<file path="config.mk">
export PLATFORM = sky130hd
export DESIGN_NAME = mem_arbiter
export DESIGN_NICKNAME = d
export VERILOG_FILES = /design/src/rtl/mem_arbiter.sv
export SDC_FILE = /design/constraint.sdc
export NUM_CORES = 1
export LEC_CHECK = 0
export CAP_MARGIN = 15
export CELL_PAD_IN_SITES_DETAIL_PLACEMENT = 2
export CELL_PAD_IN_SITES_GLOBAL_PLACEMENT = 2
export CORE_AREA = 2 2 425 427
export CTS_BUF_LIST = sky130_fd_sc_hd__clkbuf_16
export DETAILED_ROUTE_END_ITERATION = 16
export DIE_AREA = 0 0 427 429
export MAX_ROUTING_LAYER = met4
export PLACE_DENSITY = 0.43
export SLEW_MARGIN = 20
export SYNTH_ARGS = -nofsm -noshare
export SYNTH_HDL_FRONTEND = slang
export SYNTH_SLANG_ARGS = --single-unit
</file>
<file path="constraint.sdc">
create_clock -name clk_i -period 4.8 [get_ports clk_i]
set_input_delay 0.72 -clock clk_i [delete_from_list [all_inputs] [get_ports clk_i]]
set_output_delay 0.72 -clock clk_i [all_outputs]
set_load 0.01 [all_outputs]
</file>
<file path="src/rtl/mem_arbiter.sv">
// mem_arbiter: round-robin arbiter sharing one burst memory port, one transaction in flight.
// Optional response watchdog is compiled in when MEM_ARB_TIMEOUT_EN is defined.
module mem_arbiter #(
  parameter int unsigned num_req_p     = 4,
  parameter int unsigned width_words_p = 4,
  parameter int unsigned timeout_p     = 64
) (
  input  logic                                    clk_i,
  input  logic                                    nreset_i,
  input  logic [num_req_p-1:0]                    req_valid_i,
  output logic [num_req_p-1:0]                    req_ready_o,
  input  logic [num_req_p-1:0]                    req_we_i,
  input  logic [num_req_p-1:0][31:0]              req_addr_i,
  input  logic [num_req_p-1:0][width_words_p*32-1:0] req_wdata_i,
  output logic [num_req_p-1:0]                    resp_valid_o,
  output logic [width_words_p*32-1:0]             resp_data_o,
  output logic                                    mem_valid_o,
  input  logic                                    mem_ready_i,
  output logic                                    mem_we_o,
  output logic [31:0]                             mem_addr_o,
  output logic [width_words_p*32-1:0]             mem_wdata_o,
  input  logic                                    mem_valid_i,
  input  logic [width_words_p*32-1:0]             mem_data_i,
  output logic                                    error_o
);

  localparam int unsigned idx_w_lp = (num_req_p > 1) ? $clog2(num_req_p) : 1;

  if (num_req_p < 2 || timeout_p == 0) begin : g_cfg_check
    $error("mem_arbiter: num_req_p must be >= 2 and timeout_p must be nonzero");
  end

  typedef enum logic [1:0] {
    ST_IDLE,
    ST_ISSUE,
    ST_WAIT
  } state_e;

  state_e               state;
  logic [idx_w_lp-1:0]  rr_ptr;
  logic [idx_w_lp-1:0]  grant_idx;
  logic [idx_w_lp-1:0]  winner;
  logic [idx_w_lp-1:0]  cand;
  logic                 found;
  logic [num_req_p-1:0] grant_onehot;
  logic                 timeout_hit;

  // Search starts just after the last served requester, so it ends up lowest priority.
  always_comb begin
    winner = rr_ptr;
    cand   = '0;
    found  = 1'b0;
    for (int unsigned k = 1; k <= num_req_p; k++) begin
      cand = idx_w_lp'((32'(rr_ptr) + k) % num_req_p);
      if (!found && req_valid_i[cand]) begin
        winner = cand;
        found  = 1'b1;
      end
    end
  end

  always_comb begin
    req_ready_o = '0;
    if (state == ST_IDLE && found) begin
      req_ready_o[winner] = 1'b1;
    end
  end

  always_comb begin
    grant_onehot            = '0;
    grant_onehot[grant_idx] = 1'b1;
  end

  always_ff @(posedge clk_i or negedge nreset_i) begin
    if (!nreset_i) begin
      state        <= ST_IDLE;
      rr_ptr       <= idx_w_lp'(num_req_p - 1);
      grant_idx    <= '0;
      mem_valid_o  <= 1'b0;
      mem_we_o     <= 1'b0;
      mem_addr_o   <= '0;
      mem_wdata_o  <= '0;
      resp_valid_o <= '0;
      resp_data_o  <= '0;
    end else begin
      resp_valid_o <= '0;
      case (state)
        ST_IDLE: begin
          if (found) begin
            grant_idx   <= winner;
            mem_we_o    <= req_we_i[winner];
            mem_addr_o  <= req_addr_i[winner];
            mem_wdata_o <= req_wdata_i[winner];
            mem_valid_o <= 1'b1;
            state       <= ST_ISSUE;
          end
        end
        ST_ISSUE: begin
          if (timeout_hit) begin
            mem_valid_o  <= 1'b0;
            resp_valid_o <= grant_onehot;
            rr_ptr       <= grant_idx;
            state        <= ST_IDLE;
          end else if (mem_ready_i) begin
            mem_valid_o <= 1'b0;
            state       <= ST_WAIT;
          end
        end
        ST_WAIT: begin
          // A real response arriving on the watchdog cycle wins over the timeout.
          if (mem_valid_i) begin
            resp_valid_o <= grant_onehot;
            resp_data_o  <= mem_data_i;
            rr_ptr       <= grant_idx;
            state        <= ST_IDLE;
          end else if (timeout_hit) begin
            resp_valid_o <= grant_onehot;
            rr_ptr       <= grant_idx;
            state        <= ST_IDLE;
          end
        end
        default: state <= ST_IDLE;
      endcase
    end
  end

`ifdef MEM_ARB_TIMEOUT_EN
  localparam int unsigned tmo_w_lp = $clog2(timeout_p + 1);

  logic [tmo_w_lp-1:0] tmo_cnt;
  logic                err_q;

  assign timeout_hit = (state != ST_IDLE) && (tmo_cnt == tmo_w_lp'(timeout_p - 1));
  assign error_o     = err_q;

  always_ff @(posedge clk_i or negedge nreset_i) begin
    if (!nreset_i) begin
      tmo_cnt <= '0;
      err_q   <= 1'b0;
    end else begin
      if (state == ST_IDLE) begin
        tmo_cnt <= '0;
      end else if (!timeout_hit) begin
        tmo_cnt <= tmo_cnt + tmo_w_lp'(1);
      end
      if (timeout_hit && !(state == ST_WAIT && mem_valid_i)) begin
        err_q <= 1'b1;
      end
    end
  end
`else
  assign timeout_hit = 1'b0;
  assign error_o     = 1'b0;
`endif

`ifndef SYNTHESIS
  mem_resp_only_in_wait_a : assert property (
    @(posedge clk_i) disable iff (!nreset_i) mem_valid_i |-> (state == ST_WAIT)
  );
`endif

endmodule

</file>
======== Yosys cells after proc, flatten, opt, wreduce, memory -nomap -nowiden ========
Index checks and enable logic that the tools add are counted.
storage, ports and cells
  register bits after elaboration ......... 300
  word-level logic and storage cells ...... 77
  output and inout port bits .............. 299
  input port bits ......................... 780
operators by class
  reductions and logical operators ........ 15
  add/subtract/negate cells ............... 4
  order comparisons ....................... 8
  eq/ne operators ......................... 5
  mux-type cells .......................... 36
operators by type and width
  operator                                             count
  binary-select mux 128 bit (select 2 bit)             1
  two-way mux 128 bit                                  1
  binary-select mux 32 bit (select 2 bit)              1
  two-way mux 32 bit                                   1
  < comparator 2 x 3 -> 1 bit, second input constant   6
  two-way mux 2 bit                                    7
  two-way mux 1 bit                                    13
  two-way mux 4 bit                                    3
  binary-select mux 1 bit (select 2 bit)               5
  logical AND 1 bit                                    6
  inequality test 2 bit, second input constant         3
  case mux 2 bit (3 select lines)                      1
  AND reduction 3 bit                                  2
  adder 2 x 1 -> 2 bit, second input constant          2
  adder 2 bit, second input constant                   2
  demux 1 bit (select 2 bit)                           2
  >= comparator 2 x 1 -> 1 bit, second input constant  2
  AND reduction 2 bit                                  2
  logical NOT 1 bit                                    3
  == test 2 x 1 -> 1 bit, second input constant        1
  == test 2 bit, second input constant                 1
  logical NOT 2 bit                                    1
  case mux 1 bit (2 select lines)                      1
  nonzero test 2 bit                                   1

======== Logic depth before layout (Yosys ltp) ========
Gate-level depths: netlist (run 1).
  depth after elaboration ................. 18
  gate-level depth with buffers ........... 11
  depth with buffers taken out ............ 5

======== Worst setup path after synthesis (run 1) ========
Ideal clock, no wire load.
  path kind ............................... input to output
  start ................................... input port req_valid_i[0]
  end ..................................... output port req_ready_o[1]
  cell stages on the path ................. 9
  data arrival time ....................... 2.109 ns
  setup slack ............................. 1.971 ns
  data required time ...................... 4.080 ns
  buffers on the path ..................... 5
  path through ............................ nand2b_1 -> a21o_1 -> buf_2 -> and3_1 -> buf_2 -> buf_6 -> buf_6 -> buf_6 -> nor3_1
between the ends
  cells in the longest elaborated chain, start to end .. 17
  elaborated cells on any way between the ends .. 29
  classes of those cells .................. order compare (2); mux (19); reduce/logical (8)
RTL lines
  element                                                                                            line  source
  from (decl)                                                                                        10    input logic [num_req_p-1:0] req_valid_i,
  binary-select mux 1 bit (select 2 bit)                                                             55    if (!found && req_valid_i[cand]) begin
  two-way mux 1 bit (not written as such)                                                            55
  two-way mux 1 bit                                                                                  55
  logical NOT 1 bit                                                                                  55
  logical AND 1 bit                                                                                  55
  two-way mux 1 bit                                                                                  55
  logical NOT 1 bit                                                                                  55
  logical AND 1 bit                                                                                  55
  two-way mux 1 bit                                                                                  55
  logical NOT 1 bit                                                                                  55
  logical AND 1 bit                                                                                  55
  two-way mux 2 bit                                                                                  55
  < comparator 2 x 3 -> 1 bit (not written as such) or >= comparator 2 x 1 -> 1 bit (tied branches)  65    req_ready_o[winner] = 1'b1;
  logical AND 1 bit (not written as such)                                                            65
  two-way mux 1 bit (not written as such)                                                            65
  demux 1 bit (select 2 bit)                                                                         65
  two-way mux 4 bit *                                                                                64    if (state == ST_IDLE && found) begin
  to (decl)                                                                                          11    output logic [num_req_p-1:0] req_ready_o,
Every way passes the cells marked *; elsewhere a longest branch is shown, timed or not. The select of a mux whose other input is x is not followed.

======== Worst setup path in the final report (run 1) ========
  start ................................... input port req_valid_i[3]
  end ..................................... output port req_ready_o[2]
Same word-level chain as after synthesis.

==> flow_summary.toml, run 1 <==
[clocking]
clock-sinks = 300
cts_root_buffer = "clkbuf_16"
cts_tree = "built"
cts-htree-levels = 2
cts_buffers = 50
clk_pin_slew_ns = 0.05
clk_latency_ns = 0.63
cts_setup_buffers = 0
cts_resized = 0
hold_buffers = 0
cts_buffer_depth = 3

[drt]
drt-initial-drc-count = 902
drt_first_pass_iters = 4
wl_microns = 142300
drc = 0
vias_per_cell = 3.530
vias = 18720
avgRoutedWirePerCell_microns = 26.84
antenna_left = 0

[critical_path]
cp.arrival_ns = 3.06
worstPathRequired_ns = 4.08
critPathKind = "in -> out"
crit_family = "buffers and inverters"
end_kind = "output port"
crit_top_cell = "clkdlybuf4s50_1"
cpPeakStageDelay_ns = 0.60
path_buf_inv = 3
crit_chain = "clkdlybuf4s50_1 -> nand2b_1 -> a21o_4 -> and3_4 -> buf_12 -> and3_1 -> clkdlybuf4s50_1"
start_kind = "input port"
crit_fanout = 71
cpMaxStageDelayCell = "clkdlybuf4s50_1"

[layout]
fin_cells = 5303
fill_cells = 20530
final_nets = 3644
syn2layout_area_growth_pct = 91.94
mostFrequentLayoutCells = "clkdlybuf4s50_1 (1076), nand2_1 (391), a211oi_1 (314)"
seq_area_sq_um = 7510
final_common_cell = "clkdlybuf4s50_1"
multiInputGateArea_sq_um = 7443
drive_gt1_share_pct = 4.177

[power_and_ir_drop]
cellLeakagePower_nw = 12.55
ir_drop_uv = 549.1
p_per_area_nw_per_um2 = 571.8

[place]
dp.cells = 5167
post-dp-hpwl_microns = 111800
io_buffers = 1077
gp_congestion = 0.8793

[floorplanning]
die-width_microns = 427
initial_core_util_pct = 9.166
io_pins = 1079
dieArea_sq_um = 183200
fp.dieH_microns = 429
design.core.area_sq_um = 178000
rows = 155

[logic_synthesis]
synthDistinctLibCells = 36
yosysWarnings = 0
syn-num-nets = 2654
ys_seq_area_share_pct = 46.02
syn_inst = 1874
syn_area_per_cell_sq_um = 8.708
synth.ff_latch_count = 300
syn-cell-area_sq_um = 16320

[sta]
min_period_ns = 3.779
worstMarginPinSlew_ns = 1.104
fmax_ghz = 0.2647
finalCritPeriodShare_pct = 78.72
relSlewSlack_pct = 26.37
finalMaxSlewViolations = 0
hold_violations = 0
tns_ns = 0
setup_viol = 0
final.setup_skew_ns = 0.02456
grt_setup_unrepaired = "false"

[global_route]
track_usage_pct = 15.48
antenna_found_initial = 78
grt_max_degree = 131
overflow = 0
grt_pass1_wl_microns = 190200
grt_pass1_vias = 20610

[job]
cap_violations = 0

[status]
outcome = "finished clean"

[hold_path]
hold_class = "in -> async"
==> stage by stage <==
step	total power, W	instance area (sq um)	hold slack [ns]	worst slack [ns]	utilization, %
floorplan	0.008840	16320	0.4244	1.971	-
global placement	0.01471	29740	0.4577	0.9321	16.71
detailed placement	0.01480	29740	0.4649	0.9007	16.71
CTS	0.01846	31190	0.1400	0.8741	17.52
global route	0.01916	31310	0.1779	0.8289	17.59
finish	0.01791	31320	0.1584	1.021	17.59
==> worst paths after layout <==
check | start | to | slack, ns | depth (start not counted)
worst max-delay path | req_valid_i[3] | req_ready_o[2] | 1.02 | 7
worst min-delay path | nreset_i | resp_data_o[96]$_DFFE_PN0P_ | 0.16 | 1
worst max register to register | rr_ptr[0]$_DFFE_PN1P_ | mem_addr_o[19]$_DFFE_PN0P_ | 1.82 | 7
worst min register to register | resp_data_o[57]$_DFFE_PN0P_ | resp_data_o[57]$_DFFE_PN0P_ | 0.47 | 2
max in group asynchronous | nreset_i | resp_data_o[99]$_DFFE_PN0P_ | 3.51 | 2
min in group clk_i | resp_data_o[57]$_DFFE_PN0P_ | resp_data_o[57]$_DFFE_PN0P_ | 0.47 | 2
==> cell families after synthesis <==
kind of cell    after synthesis  share of synthesized area (%)
compound gates              496                          21.70
flops                       300                          46.02
simple gates                577                          13.59
other cells                   1                        0.02298
mux                         161                          9.876
buf+inv                     339                          8.787
==> metal layers <==
layer,track usage (%),vias up,part of all wire (%)
li1,-,8614,-
met5,-,-,0
met2,26.44,572,51
met4,4.895,0,2.8
met3,4.109,155,6.2
met1,17.46,9381,40
==> registers in the layout (all words and copies together) (netlist names) <==
signal	count
state	2
mem_addr_o	32
resp_valid_o	4
grant_idx	2
resp_data_o	128
mem_wdata_o	128
rr_ptr	2
mem_valid_o	1
mem_we_o	1
==> cells in the mapped netlist <==
cell type,instances,share of area (%)
a211oi_1,317,15
a211oi_2,6,0.46
a21o_1,1,0.046
a21oi_1,1,0.031
a22oi_1,1,0.046
a31oi_1,162,6.2
and2_1,1,0.038
and3_1,3,0.12
buf_1,3,0.069
buf_2,30,0.92
buf_4,22,1.0
buf_6,5,0.35
clkbuf_1,113,2.6
clkbuf_4,1,0.046
conb_1,1,0.023
dfrtp_1,298,46
dfstp_2,2,0.32
inv_1,164,3.8
inv_2,1,0.023
mux2i_1,161,9.9
nand2_1,391,9.0
nand2b_1,4,0.15
nand3_1,1,0.031
nand3b_1,1,0.046
nor2_1,166,3.8
nor2_2,1,0.038
nor2b_1,1,0.038
nor3_1,4,0.12
nor3b_1,1,0.046
nor4_2,1,0.077
o211ai_1,1,0.046
o211ai_2,1,0.077
o21a_1,1,0.046
o21ai_0,5,0.15
or2_2,1,0.038
or3_1,1,0.038
==> power breakdown <==
group	leakage (nW)	switching, W	total (W)	internal (W)
Sequential	3.51	0.000808	0.00459	0.00378
Clock	0.749	0.00151	0.00343	0.00192
Combinational	8.28	0.00565	0.00989	0.00424
Total	12.5	0.00797	0.0179	0.00994
==> area by class of cell <==
cell class              instances  share of cell area, %
flip-flops and latches        300                  23.98
diodes                         51                 0.4075
clock buffers                  50                  3.995
well taps                    2355                  9.408
clock inverters                35                 0.6392
repair buffers               1112                  35.83
inverters                     165                  1.977
multi-input cells            1235                  23.76
(Power assumes the default switching activity.)
==> run 2, diff against run 1 <==
Settings changed: CORE_AREA 2 2 425 427 to 2 2 420 422, DIE_AREA 0 0 427 429 to 0 0 422 424, PLACE_DENSITY 0.43 to 0.45.
Clock period 4.8 ns to 3.1 ns, I/O delays scaled along.
==> run 2 against run 1 <==
Combinational power rose by 61%. Register-to-register slack got worse by 1.3 ns. Final cell count rose by 1.1%. Final area up 2.4%. Critical path depth stayed put. Sequential power up 55%. Largest power group unchanged. Highest routed layer unchanged.
==> flow_summary.toml, run 2 (synthesis gave the netlist of run 1 again) <==
[status]
outcome = "finished clean"

[floorplanning]
design.core.area_sq_um = 175000
rows = 154
fp.dieH_microns = 424
dieArea_sq_um = 178900
initial_core_util_pct = 9.327
io_pins = 1079
die-width_microns = 422

[sta]
grt_setup_unrepaired = "false"
fmax_ghz = 0.3483
tns_ns = 0
setup_viol = 0
min_period_ns = 2.871
relSlewSlack_pct = 31.64
finalCritPeriodShare_pct = 92.62
final.setup_skew_ns = 0.03312
hold_violations = 0
finalMaxSlewViolations = 0
worstMarginPinSlew_ns = 1.025

[drt]
drt-initial-drc-count = 887
drt_first_pass_iters = 4
vias_per_cell = 3.565
avgRoutedWirePerCell_microns = 26.24
drc = 0
vias = 19120
wl_microns = 140700
antenna_left = 0

[critical_path]
cp-startpoint = "req_valid_i[0]"
endpoint = "req_ready_o[0]"
rrSetupSlack_ns = 0.56
cpPeakStageDelay_ns = 0.50
reg2reg_to = "mem_addr_o[26]$_DFFE_PN0P_"
crit_chain = "clkdlybuf4s50_1 -> buf_4 -> nor4_2 -> or3_1 -> nor2_4 -> and2_1 -> dlygate4sd2_1"
cp.arrival_ns = 2.41
worstPathRequired_ns = 2.63
r2r.worst_path.cells = 8
r2r-start = "rr_ptr[1]$_DFFE_PN1P_"
start_kind = "input port"
cpMaxStageDelayCell = "clkdlybuf4s50_1"
crit_fanout = 3
end_kind = "output port"
critPathKind = "in -> out"

[global_route]
grt_max_degree = 67
grtUsageMet3_pct = 4.247
track_usage_pct = 15.59
grt_most_used_layer = "met2"
overflow = 0
met2_usage_pct = 26.29
grt_pass1_vias = 20930
antenna_found_initial = 62
grt_pass1_wl_microns = 188100
grtUsageMet1_pct = 17.97

[layout]
fin_cells = 5362
final_common_cell = "clkdlybuf4s50_1"
multiInputGateArea_sq_um = 7451
final_cell_area_sq_um = 32060
mostFrequentLayoutCells = "clkdlybuf4s50_1 (1072), nand2_1 (391), a211oi_1 (315)"
syn2layout_area_growth_pct = 96.50
fill_cells = 20280
drive_gt1_share_pct = 6.552
largest_registers = "mem_wdata_o (128), resp_data_o (128), mem_addr_o (32)"
final_nets = 3721
seq_area_sq_um = 7510

[clocking]
clk_pin_slew_ns = 0.06
cts_buffers = 48
clk_latency_ns = 0.64
clock-sinks = 300
cts_buffer_depth = 3
cts_tree = "built"
cts_root_buffer = "clkbuf_16"
cts-htree-levels = 2

[place]
post-dp-hpwl_microns = 113000
io_buffers = 1077
gp_congestion = 0.8600
place_area_sq_um = 30530
dp.cells = 5230

[hold_path]
worstHoldPathCells = 3
hold_class = "in -> reg"

[power_and_ir_drop]
p_per_area_nw_per_um2 = 880.8
cellLeakagePower_nw = 13.03
total_power_w = 0.02824
ir_drop_uv = 401.7

[job]
cap_violations = 0
[run 2: cell type report]
class	count	area share, %
sequential	300	23.42
timing repair buffer	1191	37.53
clock buffer	48	3.746
multi-input combinational	1235	23.24
clock inverter	37	0.6439
antenna	46	0.3590
inverter	165	1.932
tap	2340	9.131
[run 2: what timing repair did]
item,CTS,global route
pin swaps,1,0
gates resized for setup,8,1
hold endpoints to repair,49,0
setup buffers,0,0
setup endpoints to repair,4,1
hold buffers,1,0
[run 2: metrics by stage]
| stage | util [%] | setup slack, ns | hold slack (ns) |
|---|---|---|---|
| final | 18.33 | 0.2289 | 0.3533 |
| after global routing | 18.32 | 0.09695 | 0.3050 |
| after CTS | 18.26 | 0.01300 | 0.2641 |
| after detailed placement | 17.45 | -0.1471 | 0.4624 |
| after global placement | 17.45 | -0.1722 | 0.4593 |
| after floorplan | - | 0.7760 | 0.1694 |
[run 2: how the worst min path moves through the flow]
stage | start | endpoint | slack [ns]
floorplan | nreset_i | grant_idx[0]$_DFFE_PN0P_ | 0.17
global placement | resp_data_o[69]$_DFFE_PN0P_ | resp_data_o[69]$_DFFE_PN0P_ | 0.46
detailed placement | resp_data_o[15]$_DFFE_PN0P_ | resp_data_o[15]$_DFFE_PN0P_ | 0.46
CTS | mem_data_i[28] | resp_data_o[28]$_DFFE_PN0P_ | 0.26
global route | mem_data_i[28] | resp_data_o[28]$_DFFE_PN0P_ | 0.30
finish | mem_data_i[33] | resp_data_o[33]$_DFFE_PN0P_ | 0.35
[run 2: layer usage]
metal | wire, microns | share of wire [%] | vias up
met5 | 0 | 0 | -
met4 | 3693 | 2.6 | 0
met2 | 70540 | 50 | 616
li1 | - | - | 8745
met1 | 57610 | 41 | 9617
met3 | 8868 | 6.3 | 140
[run 2: power breakdown]
part           total, W  switching [W]  internal [W]
Combinational    0.0159        0.00877       0.00717
Sequential      0.00713        0.00128       0.00585
Clock           0.00518        0.00238       0.00280
Total            0.0282         0.0124        0.0158
[run 2: worst max-delay path, delay by kind of cell]
family / cells / cell delay (ns)
buffers and inverters: 3 / 1.02
and+or+nand+nor: 4 / 0.91
==> run 3, diff against run 2 <==
Settings changed: CELL_PAD_IN_SITES_DETAIL_PLACEMENT 2 to unset, CELL_PAD_IN_SITES_GLOBAL_PLACEMENT 2 to unset, CORE_AREA 2 2 420 422 to 2 2 417 419, DIE_AREA 0 0 422 424 to 0 0 419 421, PLACE_DENSITY 0.45 to 0.3, SLEW_MARGIN 20 to unset.
==> run 3 against run 2 <==
Register-to-register slack worse by 0.13 ns. Flip-flop and latch count did not move. Via count decreased by 2.6%. Critical endpoint is now req_ready_o[1]. Largest cell class unchanged. Largest power group unchanged.
==> flow_summary.toml, run 3 (synthesis gave the netlist of run 1 again) <==
[status]
outcome = "finished clean"

[clocking]
clk_pin_slew_ns = 0.05
clock-sinks = 300
cts-htree-levels = 2
cts_buffers = 47
cts_tree = "built"
clk_latency_ns = 0.64
cts_root_buffer = "clkbuf_16"
cts_buffer_depth = 3

[layout]
final_nets = 3696
largest_registers = "mem_wdata_o (128), resp_data_o (128), mem_addr_o (32)"
drive_gt1_share_pct = 5.862
syn2layout_area_growth_pct = 95.70
final_common_cell = "clkdlybuf4s50_1"
mostFrequentLayoutCells = "clkdlybuf4s50_1 (1072), nand2_1 (391), a211oi_1 (313)"
final_cell_area_sq_um = 31930

[critical_path]
crit_top_cell = "buf_12"
r2r-start = "rr_ptr[1]$_DFFE_PN1P_"
start_kind = "flop"
r2r.worst_path.cells = 9
critPathKind = "reg -> out"
worstPathRequired_ns = 2.63
reg2reg_to = "mem_wdata_o[100]$_DFFE_PN0P_"
crit_fanout = 30
rrSetupSlack_ns = 0.43
cp.arrival_ns = 2.44
crit_chain = "nand2b_1 -> a21o_4 -> and3_4 -> buf_4 -> buf_12 -> nor3_2 -> buf_12"
cpPeakStageDelay_ns = 0.57
crit_family = "flip-flops"
cpMaxStageDelayCell = "dfstp_2"
path_buf_inv = 3
end_kind = "output port"

[floorplanning]
dieArea_sq_um = 176400
die-width_microns = 419
initial_core_util_pct = 9.461
io_pins = 1079
rows = 153
fp.dieH_microns = 421
design.core.area_sq_um = 172500

[sta]
relSlewSlack_pct = 31.01
hold_violations = 0
grt_setup_unrepaired = "false"
finalCritPeriodShare_pct = 93.56
finalMaxSlewViolations = 0
final.setup_skew_ns = 0.03290
min_period_ns = 2.900
worstMarginPinSlew_ns = 1.035
fmax_ghz = 0.3448
setup_viol = 0
worst_slack_ns = 0.1998

[power_and_ir_drop]
p_seq_share_pct = 25.2
cellLeakagePower_nw = 12.96
power_frac_clock_pct = 19.4
netSwitchingFraction_pct = 43.15
intPower_w = 0.01608
p_switching_w = 0.01221
p_per_area_nw_per_um2 = 885.8
ir_drop_uv = 466.2
p_comb_share_pct = 55.3

[global_route]
grt_most_used_layer = "met2"
grt_pass1_wl_microns = 179800
grt_max_degree = 94
met2_usage_pct = 26.37
grtUsageMet1_pct = 17.62
grtUsageMet3_pct = 3.753
grt_pass1_vias = 19420
antenna_found_initial = 45
track_usage_pct = 15.23
overflow = 0

[drt]
vias = 18620
drc = 0
vias_per_cell = 3.511
drt_first_pass_iters = 4
antenna_left = 0
drt-initial-drc-count = 1030
wl_microns = 134800
avgRoutedWirePerCell_microns = 25.41

[place]
io_buffers = 1077
place_area_sq_um = 30340
gp_congestion = 0.8784
post-dp-hpwl_microns = 106400
pre_cts_slack_ns = -0.1589

[job]
cap_violations = 0

[hold_path]
hold_class = "in -> reg"
hp-start = "mem_data_i[106]"
worstHoldPathCells = 3
min_to = "resp_data_o[106]$_DFFE_PN0P_"
[run 3: changes by cell type in the layout (fill, tap and decap cells not counted), moves of 2 or more]
cell,change
clkinv_2,-4
buf_12,+2
clkinvlp_4,-2
diode_2,-18
a211oi_2,+2
clkinv_1,-2
inv_1,+3
bufinv_16,+5
buf_4,-25
a211oi_1,-2
[run 3: layer usage]
| layer | wire (microns) | vias up |
|---|---|---|
| met4 | 2928 | 0 |
| li1 | - | 8692 |
| met1 | 54540 | 9218 |
| met5 | 0 | - |
| met3 | 8669 | 125 |
| met2 | 68610 | 589 |
[run 3: final cells by class]
type	count	area [sq um]
Sequential cell	300	7510
Clock inverter	37	311.5
Tap cell	2325	2909
Multi-Input combinational cell	1235	7461
Antenna cell	28	70.07
Timing Repair Buffer	1167	11880
Inverter	165	619.3
Fill cell	19290	140500
Clock buffer	47	1176
[run 3: worst max path at each step]
stage / end / start / cells past startpoint
final: req_ready_o[1] / rr_ptr[0]$_DFFE_PN1P_ / 7
after global placement: req_ready_o[3] / req_valid_i[1] / 7
after detailed placement: req_ready_o[3] / req_valid_i[1] / 7
after floorplan: req_ready_o[1] / rr_ptr[1]$_DFFE_PN1P_ / 10
after global routing: req_ready_o[1] / rr_ptr[1]$_DFFE_PN1P_ / 7
after CTS: req_ready_o[3] / rr_ptr[1]$_DFFE_PN1P_ / 6
[run 3: per-stage QoR]
step | power [W] | std cells | hold slack [ns] | setup TNS (ns) | util, %
final | 0.02829 | 5304 | 0.3605 | 0 | 18.51
after global routing | 0.03014 | 5300 | 0.3154 | 0 | 18.51
after CTS | 0.02905 | 5276 | 0.2832 | 0 | 18.48
after detailed placement | 0.02320 | 5188 | 0.4608 | -0.1940 | 17.59
after global placement | 0.02326 | 5188 | 0.4588 | -0.2122 | 17.59
after floorplan | 0.01369 | 1874 | 0.1694 | 0 | -
[run 3: power groups by stage]
stage | combinational, W | sequential (W) | clock [W]
floorplan | 0.00599 | 0.00769 | 0
global placement | 0.0161 | 0.00719 | 0
detailed placement | 0.0160 | 0.00720 | 0
CTS | 0.0161 | 0.00716 | 0.00581
global route | 0.0168 | 0.00739 | 0.00592
finish | 0.0157 | 0.00714 | 0.00549
[run 3: worst reg2reg max path: cells and delay by family, from the launching register on]
kind / cells / cell delay (ns)
AND/OR/NAND/NOR: 2 / 0.33
buffers and inverters: 4 / 0.91
AO/OA/AOI/OAI: 2 / 0.19
flip-flops: 1 / 0.61
multiplexers: 1 / 0.50
[run 3: repair_timing]
item,4_1_cts,5_1_grt
setup buffers,3,0
pin swaps,2,0
hold buffers,1,0
hold endpoints to repair,53,0
endpoints found under the setup margin,2,1
gates resized for setup,6,1
